### src/rtl/pkt_stat_cnt.sv
// Per-port packet statistics: framing FSM, packet/word/error counters with sticky overflow,
// snapshot shadow bank with registered read port, and a live all-port packet total.
module pkt_stat_cnt #(
  parameter int unsigned PORT_NUB_TOTAL = 16,
  parameter int unsigned CNT_WIDTH      = 16,
  parameter int unsigned TOTAL_WIDTH    = 20,
  parameter bit          SATURATE       = 1'b1
) (
  input  logic                              clk,
  input  logic                              rst,
  input  logic [PORT_NUB_TOTAL-1:0]         wr_sop,
  input  logic [PORT_NUB_TOTAL-1:0]         wr_eop,
  input  logic [PORT_NUB_TOTAL-1:0]         wr_vld,
  input  logic                              clr,
  input  logic                              snap,
  input  logic [$clog2(PORT_NUB_TOTAL)-1:0] rd_sel,
  output logic [CNT_WIDTH-1:0]              rd_pkt_cnt,
  output logic [CNT_WIDTH-1:0]              rd_word_cnt,
  output logic [CNT_WIDTH-1:0]              rd_err_cnt,
  output logic                              rd_ovf,
  output logic [TOTAL_WIDTH-1:0]            total_pkt_cnt,
  output logic [PORT_NUB_TOTAL-1:0]         in_pkt
);

  localparam int unsigned SelW    = $clog2(PORT_NUB_TOTAL);
  localparam int unsigned SelChkW = SelW + 1;
  localparam int unsigned PopW    = $clog2(PORT_NUB_TOTAL + 1);
  localparam int unsigned SumW    = TOTAL_WIDTH + 1;

  typedef enum logic {StIdle, StInPkt} state_e;

  state_e state_q [PORT_NUB_TOTAL];
  state_e state_d [PORT_NUB_TOTAL];

  logic [PORT_NUB_TOTAL-1:0] sop_q;
  logic [PORT_NUB_TOTAL-1:0] sop_rise;
  logic [PORT_NUB_TOTAL-1:0] pkt_inc;
  logic [PORT_NUB_TOTAL-1:0] err_inc;

  logic [CNT_WIDTH-1:0] pkt_q  [PORT_NUB_TOTAL];
  logic [CNT_WIDTH-1:0] pkt_d  [PORT_NUB_TOTAL];
  logic [CNT_WIDTH-1:0] word_q [PORT_NUB_TOTAL];
  logic [CNT_WIDTH-1:0] word_d [PORT_NUB_TOTAL];
  logic [CNT_WIDTH-1:0] err_q  [PORT_NUB_TOTAL];
  logic [CNT_WIDTH-1:0] err_d  [PORT_NUB_TOTAL];
  logic [PORT_NUB_TOTAL-1:0] ovf_q;
  logic [PORT_NUB_TOTAL-1:0] ovf_d;

  logic [CNT_WIDTH-1:0] sh_pkt_q  [PORT_NUB_TOTAL];
  logic [CNT_WIDTH-1:0] sh_word_q [PORT_NUB_TOTAL];
  logic [CNT_WIDTH-1:0] sh_err_q  [PORT_NUB_TOTAL];
  logic [PORT_NUB_TOTAL-1:0] sh_ovf_q;

  logic [PopW-1:0]        pop;
  logic [SumW-1:0]        total_sum;
  logic [TOTAL_WIDTH-1:0] total_q;
  logic [TOTAL_WIDTH-1:0] total_d;

  logic                 rd_in_range;
  logic [CNT_WIDTH-1:0] rd_pkt_d;
  logic [CNT_WIDTH-1:0] rd_word_d;
  logic [CNT_WIDTH-1:0] rd_err_d;
  logic                 rd_ovf_d;

  // A held-high sop counts once: only its rising edge starts a packet.
  assign sop_rise = wr_sop & ~sop_q;

  function automatic logic [CNT_WIDTH-1:0] bump(input logic [CNT_WIDTH-1:0] v, input logic inc);
    if (!inc) return v;
    if (&v) return SATURATE ? v : '0;
    return v + CNT_WIDTH'(1);
  endfunction

  // Framing FSM: state register
  always_ff @(posedge clk) begin
    if (rst) begin
      sop_q <= '0;
      for (int p = 0; p < PORT_NUB_TOTAL; p++) state_q[p] <= StIdle;
    end else begin
      sop_q <= wr_sop;
      for (int p = 0; p < PORT_NUB_TOTAL; p++) state_q[p] <= state_d[p];
    end
  end

  // Framing FSM: next state
  always_comb begin
    for (int p = 0; p < PORT_NUB_TOTAL; p++) begin
      state_d[p] = state_q[p];
      unique case (state_q[p])
        StIdle:  if (sop_rise[p] && !wr_eop[p]) state_d[p] = StInPkt;
        StInPkt: if (wr_eop[p]) state_d[p] = StIdle;
      endcase
    end
  end

  // Framing FSM: outputs and event strobes
  always_comb begin
    pkt_inc = sop_rise;
    err_inc = '0;
    in_pkt  = '0;
    for (int p = 0; p < PORT_NUB_TOTAL; p++) begin
      if (state_q[p] == StInPkt) begin
        in_pkt[p]  = 1'b1;
        err_inc[p] = sop_rise[p];
      end else begin
        err_inc[p] = wr_eop[p] & ~sop_rise[p];
      end
    end
  end

  always_comb begin
    for (int p = 0; p < PORT_NUB_TOTAL; p++) begin
      pkt_d[p]  = bump(pkt_q[p], pkt_inc[p]);
      word_d[p] = bump(word_q[p], wr_vld[p]);
      err_d[p]  = bump(err_q[p], err_inc[p]);
      ovf_d[p]  = ovf_q[p] | (pkt_inc[p] & (&pkt_q[p])) | (wr_vld[p] & (&word_q[p]))
                  | (err_inc[p] & (&err_q[p]));
      if (clr) begin
        pkt_d[p]  = '0;
        word_d[p] = '0;
        err_d[p]  = '0;
        ovf_d[p]  = 1'b0;
      end
    end
  end

  always_comb begin
    pop = '0;
    for (int p = 0; p < PORT_NUB_TOTAL; p++) pop = pop + PopW'(pkt_inc[p]);
    total_sum = {1'b0, total_q} + SumW'(pop);
    if (total_sum[TOTAL_WIDTH]) begin
      total_d = SATURATE ? '1 : total_sum[TOTAL_WIDTH-1:0];
    end else begin
      total_d = total_sum[TOTAL_WIDTH-1:0];
    end
    if (clr) total_d = '0;
  end

  // Unused codes of rd_sel read as zero when the port count is not a power of two.
  always_comb begin
    rd_in_range = ({1'b0, rd_sel} < SelChkW'(PORT_NUB_TOTAL));
    rd_pkt_d    = '0;
    rd_word_d   = '0;
    rd_err_d    = '0;
    rd_ovf_d    = 1'b0;
    if (rd_in_range) begin
      rd_pkt_d  = sh_pkt_q[rd_sel];
      rd_word_d = sh_word_q[rd_sel];
      rd_err_d  = sh_err_q[rd_sel];
      rd_ovf_d  = sh_ovf_q[rd_sel];
    end
  end

  // Shadows take the pre-update live values, so snap+clr together loses nothing.
  always_ff @(posedge clk) begin
    if (rst) begin
      for (int p = 0; p < PORT_NUB_TOTAL; p++) begin
        pkt_q[p]     <= '0;
        word_q[p]    <= '0;
        err_q[p]     <= '0;
        sh_pkt_q[p]  <= '0;
        sh_word_q[p] <= '0;
        sh_err_q[p]  <= '0;
      end
      ovf_q       <= '0;
      sh_ovf_q    <= '0;
      total_q     <= '0;
      rd_pkt_cnt  <= '0;
      rd_word_cnt <= '0;
      rd_err_cnt  <= '0;
      rd_ovf      <= 1'b0;
    end else begin
      for (int p = 0; p < PORT_NUB_TOTAL; p++) begin
        pkt_q[p]  <= pkt_d[p];
        word_q[p] <= word_d[p];
        err_q[p]  <= err_d[p];
        if (snap) begin
          sh_pkt_q[p]  <= pkt_q[p];
          sh_word_q[p] <= word_q[p];
          sh_err_q[p]  <= err_q[p];
        end
      end
      ovf_q   <= ovf_d;
      total_q <= total_d;
      if (snap) sh_ovf_q <= ovf_q;
      rd_pkt_cnt  <= rd_pkt_d;
      rd_word_cnt <= rd_word_d;
      rd_err_cnt  <= rd_err_d;
      rd_ovf      <= rd_ovf_d;
    end
  end

  assign total_pkt_cnt = total_q;

endmodule

### config.mk
export PLATFORM = sky130hd
export DESIGN_NAME = pkt_stat_cnt
export DESIGN_NICKNAME = d
export VERILOG_FILES = /design/src/rtl/pkt_stat_cnt.sv
export SDC_FILE = /design/constraint.sdc
export NUM_CORES = 2
export LEC_CHECK = 0
export CAP_MARGIN = 20
export CORE_ASPECT_RATIO = 0.8
export CORE_MARGIN = 2
export CORE_UTILIZATION = 50
export CTS_BUF_LIST = sky130_fd_sc_hd__clkbuf_8
export DETAILED_ROUTE_END_ITERATION = 12
export GPL_ROUTABILITY_DRIVEN = 0
export PLACE_DENSITY = 0.62
export SLEW_MARGIN = 10
export SYNTH_ARGS = -nofsm -noshare
export SYNTH_HDL_FRONTEND = slang
export SYNTH_SLANG_ARGS = --single-unit
export TNS_END_PERCENT = 10
### constraint.sdc
create_clock -name clk -period 32 [get_ports clk]
set_input_delay 3.2 -clock clk [delete_from_list [all_inputs] [get_ports clk]]
set_output_delay 3.2 -clock clk [all_outputs]
set_load 0.02 [all_outputs]
==> results.md <==
| Result | This run | Unit |
|:---|:---|:---|
| Power per unit of standard cell area | 52.7 | nW/um^2 |
| DIE HEIGHT | 352 | um |
| Unrepaired setup endpoints after global routing | false | - |
| Number of non-filler instances in the completed layout | 9308 | - |
| Run status | finished, final reports clean | - |
| Most used flip-flop cell after synthesis | sky130_fd_sc_hd__dfxtp_1 | - |
| Reg2Reg Depth | 14 | - |
| Maximum level of the CTS H-tree | 5 | - |
| Post-CTS Setup Bufs | 0 | - |
| Number of synthesized flops with an enable pin | 768 | - |
| Maximum number of pins on one net before global-route repair | 195 | - |
| Syn-to-layout area delta | 11.7 | % |
| Layout cell share with drive strength beyond 1 | 0.0959 | - |
| Residual DRC count | 0 | - |
| Critical Path Most Common Cell | sky130_fd_sc_hd__fa_1 | - |
| Crit-path cells | clkdlybuf4s50_1 > nor2b_1 > clkinv_1 > fa_1 > fa_1 > fa_1 > inv_1 > fa_1 > fa_1 > fa_1 > a211oi_1 > o21ba_2 > nand4bb_1 > nand4_1 > nor3b_1 | - |
| Reg2Reg Capture Point | total_pkt_cnt[13] | - |
| Count of final max-slew check failures | 0 | - |
| Setup CP Type | in -> reg | - |
| Data required time of the worst path | 32870 | ps |
| Placed Instances | 8790 | - |
| Number of global-route vias before repair | 49700 | - |
| Critical Path Fanout Max | 15 | - |
| Clock tree from TritonCTS | yes | - |
| Largest cells by area after synthesis | sky130_fd_sc_hd__edfxtp_1 30%, sky130_fd_sc_hd__dfxtp_1 24%, sky130_fd_sc_hd__mux4_2 5.8% | - |
| Syn Std Cell Area | 75800 | um^2 |
| Synthesized area per cell | 11.0 | um^2 |
| Ranking of synthesized cells by instance count | 901 x sky130_fd_sc_hd__dfxtp_1, 768 x sky130_fd_sc_hd__edfxtp_1, 757 x sky130_fd_sc_hd__nor2_1 | - |
| Antenna violations before repair | 9 | - |
| Number of placed I/O pins | 141 | - |
| WP buf/inv | 3 | - |
| Number of I/O port buffers | 140 | - |
| DP Wirelength | 136000 | um |
| Buffer depth of the longest clock path | 4 | - |
| Buffer cell driving the clock tree root | sky130_fd_sc_hd__clkbuf_8 | - |
| Clock tree skew after final layout | 53.1 | ps |
| Largest delay contributor family on the critical path | adder cells | - |
| Number of gates on the worst path with buffers counted | 15 | - |
| First-pass iteration count of the detailed router | 8 | - |
| Final setup violating endpoints | 0 | - |
| Routed length per placed instance | 21.8 | um |
| Clock buffer count from CTS | 289 | - |
| Internal reg-to-reg setup slack | 25950 | ps |
| Number of hold violations in the final report | 0 | - |
| Number of clock sinks | 1669 | - |
| Aggregate routed wire length | 203000 | um |
| Net count reported at finish | 7211 | - |
| Crit path launch type | primary input | - |
| Cell leakage power | 29.2 | nW |
| Global route total overflow | 0 | - |
| Critical path data arrival time | 9350 | ps |
| Final worst path period share | 0.265 | - |
| Clock slew at the register clock pins of the worst setup and hold paths | 60 | ps |
| Yosys cell types | 83 | - |
| Most common cell in the netlist | sky130_fd_sc_hd__dfxtp_1 | - |
| Hold-fix buffers, CTS | 0 | - |
| Clk Latency, worst-skew pair | 1020 | ps |
| Fin area | 84700 | um^2 |
| Global router's overall resource usage | 0.257 | - |
| Kind of end point of the critical path | register | - |
| Share of the synthesized area in the top cell type | 0.304 | - |
| Global-route wire length before repair | 308000 | um |
| Headroom to the max-slew limit | 0.247 | - |
| Reg-to-reg critical path startpoint | sop_q[4] | - |
| Total number of placement rows | 127 | - |
| Async set-reset flop share out of synthesis | 0 | - |
| Die outline width | 439 | um |
| Area post-placement | 79200 | um^2 |
| DR iter-0 viols | 5310 | - |
| Core outline area | 150000 | um^2 |
| Setup TNS | 0 | ps |
| Synth Warn # | 0 | - |
| Maximum resistive drop on vdd | 0.0000337 | V |
| Critical Path Sink | total_pkt_cnt[13] | - |
| Max Cap Viol | 0 | - |
| Via count | 54300 | - |
| Slowest library cell on the worst path | sky130_fd_sc_hd__fa_1 | - |
| Synth Net Count | 7022 | - |
| Worst hold path type | reg -> reg | - |
| Initial core utilization | 0.505 | - |
| Post-synthesis register bit count | 1669 | - |
| Critical Path Max Stage Delay | 690 | ps |
| Sequential area share after synthesis | 0.542 | - |
| Post-CTS resize count | 0 | - |
| Post-Synthesis Cells | 6898 | - |
| FMAX | 118 | MHz |
| Worst setup path start | wr_sop[4] | - |
| Clock period minus worst slack | 8480 | ps |
| Cell type contributing the most total cell area after synthesis | sky130_fd_sc_hd__edfxtp_1 | - |
| Via density per instance | 5.83 | - |
| Area enclosed by the die boundary | 155000 | um^2 |
| Slew of the pin with the lowest slew margin | 1130 | ps |
| ANT nets after route | 0 | - |
==> sequential cells by signal, summed over array words and instances, names as in the netlist <==
register       flops
err_q            256
rd_ovf             1
ovf_q             16
sh_pkt_q         256
rd_word_cnt       16
pkt_q            256
rd_err_cnt        16
rd_pkt_cnt        16
sh_ovf_q          16
sop_q             16
sh_word_q        256
state_q           16
total_pkt_cnt     20
sh_err_q         256
word_q           256
==> final cells by class <==
| type | count | area [um^2] |
|---|---|---|
| Clock buffer | 349 | 4800 |
| Tap cell | 1999 | 2500 |
| Fill cell | 12900 | 65500 |
| Clock inverter | 157 | 627 |
| Inverter | 110 | 413 |
| Sequential cell | 1669 | 41100 |
| Multi-Input combinational cell | 4811 | 33200 |
| Antenna cell | 7 | 17.5 |
| Timing Repair Buffer | 206 | 2020 |
==> worst min-delay path by stage <==
stage               slack, ps           from            end  cells after the start
floorplan                 450  err_q[1][111]  err_q[1][111]                      2
finish                    490       ovf_q[9]    sh_ovf_q[9]                      2
CTS                       480       ovf_q[9]    sh_ovf_q[9]                      2
detailed placement        480  state_q[1][0]  state_q[1][0]                      2
global placement          470   sh_ovf_q[15]   sh_ovf_q[15]                      2
global route              510   err_q[1][59]   err_q[1][59]                      2
==> power by group <==
part	internal (mW)	switching (mW)	total (mW)
Clock	0.983	0.875	1.86
Combinational	0.108	0.183	0.291
Sequential	2.29	0.0323	2.32
==> layer usage <==
metal  vias to the layer above  GRT usage  routed length, um
met4                         0     0.0707               4720
met5                         -          0                  0
met1                     26600      0.408              99700
met2                      1716      0.356              84500
met3                       314     0.0448              13800
li1                      25700          -                  -
==> cells by family after synthesis <==
family,Yosys count,share of synthesized area
compound gates,721,0.0610
xor+xnor,514,0.0594
fa+ha+maj,68,0.0124
buf+inv,418,0.0211
flops,1669,0.542
mux,371,0.0815
simple gates,3137,0.223
==> tightest hold or removal path, cell delays in order, from the launching register on <==
cell	delay, ps
sky130_fd_sc_hd__dfxtp_1	340
sky130_fd_sc_hd__mux2i_1	70
sky130_fd_sc_hd__nor2_1	70
==> cell usage in the layout (no fill, tap or decap), types with 205 or more instances in the layout <==
| cell type | synthesis | final |
|---|---|---|
| sky130_fd_sc_hd__inv_1 | 106 | 211 |
| sky130_fd_sc_hd__clkbuf_8 | 0 | 349 |
| sky130_fd_sc_hd__a21oi_1 | 205 | 205 |
| sky130_fd_sc_hd__dfxtp_1 | 901 | 901 |
| sky130_fd_sc_hd__nand4_1 | 222 | 222 |
| sky130_fd_sc_hd__and2_1 | 512 | 512 |
| sky130_fd_sc_hd__nor2b_1 | 314 | 313 |
| sky130_fd_sc_hd__edfxtp_1 | 768 | 768 |
| sky130_fd_sc_hd__nand2_1 | 311 | 311 |
| sky130_fd_sc_hd__nor2_1 | 757 | 756 |
| sky130_fd_sc_hd__nand3_1 | 294 | 294 |
| sky130_fd_sc_hd__xnor2_1 | 342 | 342 |
==> through the flow <==
step	hold WS, ps	worst slack (ps)	power (mW)	util
2_1_floorplan	452	18080	2.55	-
3_3_place_gp	470	22610	2.65	0.527
3_5_place_dp	481	22530	2.65	0.527
4_1_cts	476	23600	4.51	0.564
5_1_grt	513	23250	4.63	0.564
6_report	488	23520	4.47	0.564
No activity file was read; power rests on OpenSTA's default activity.
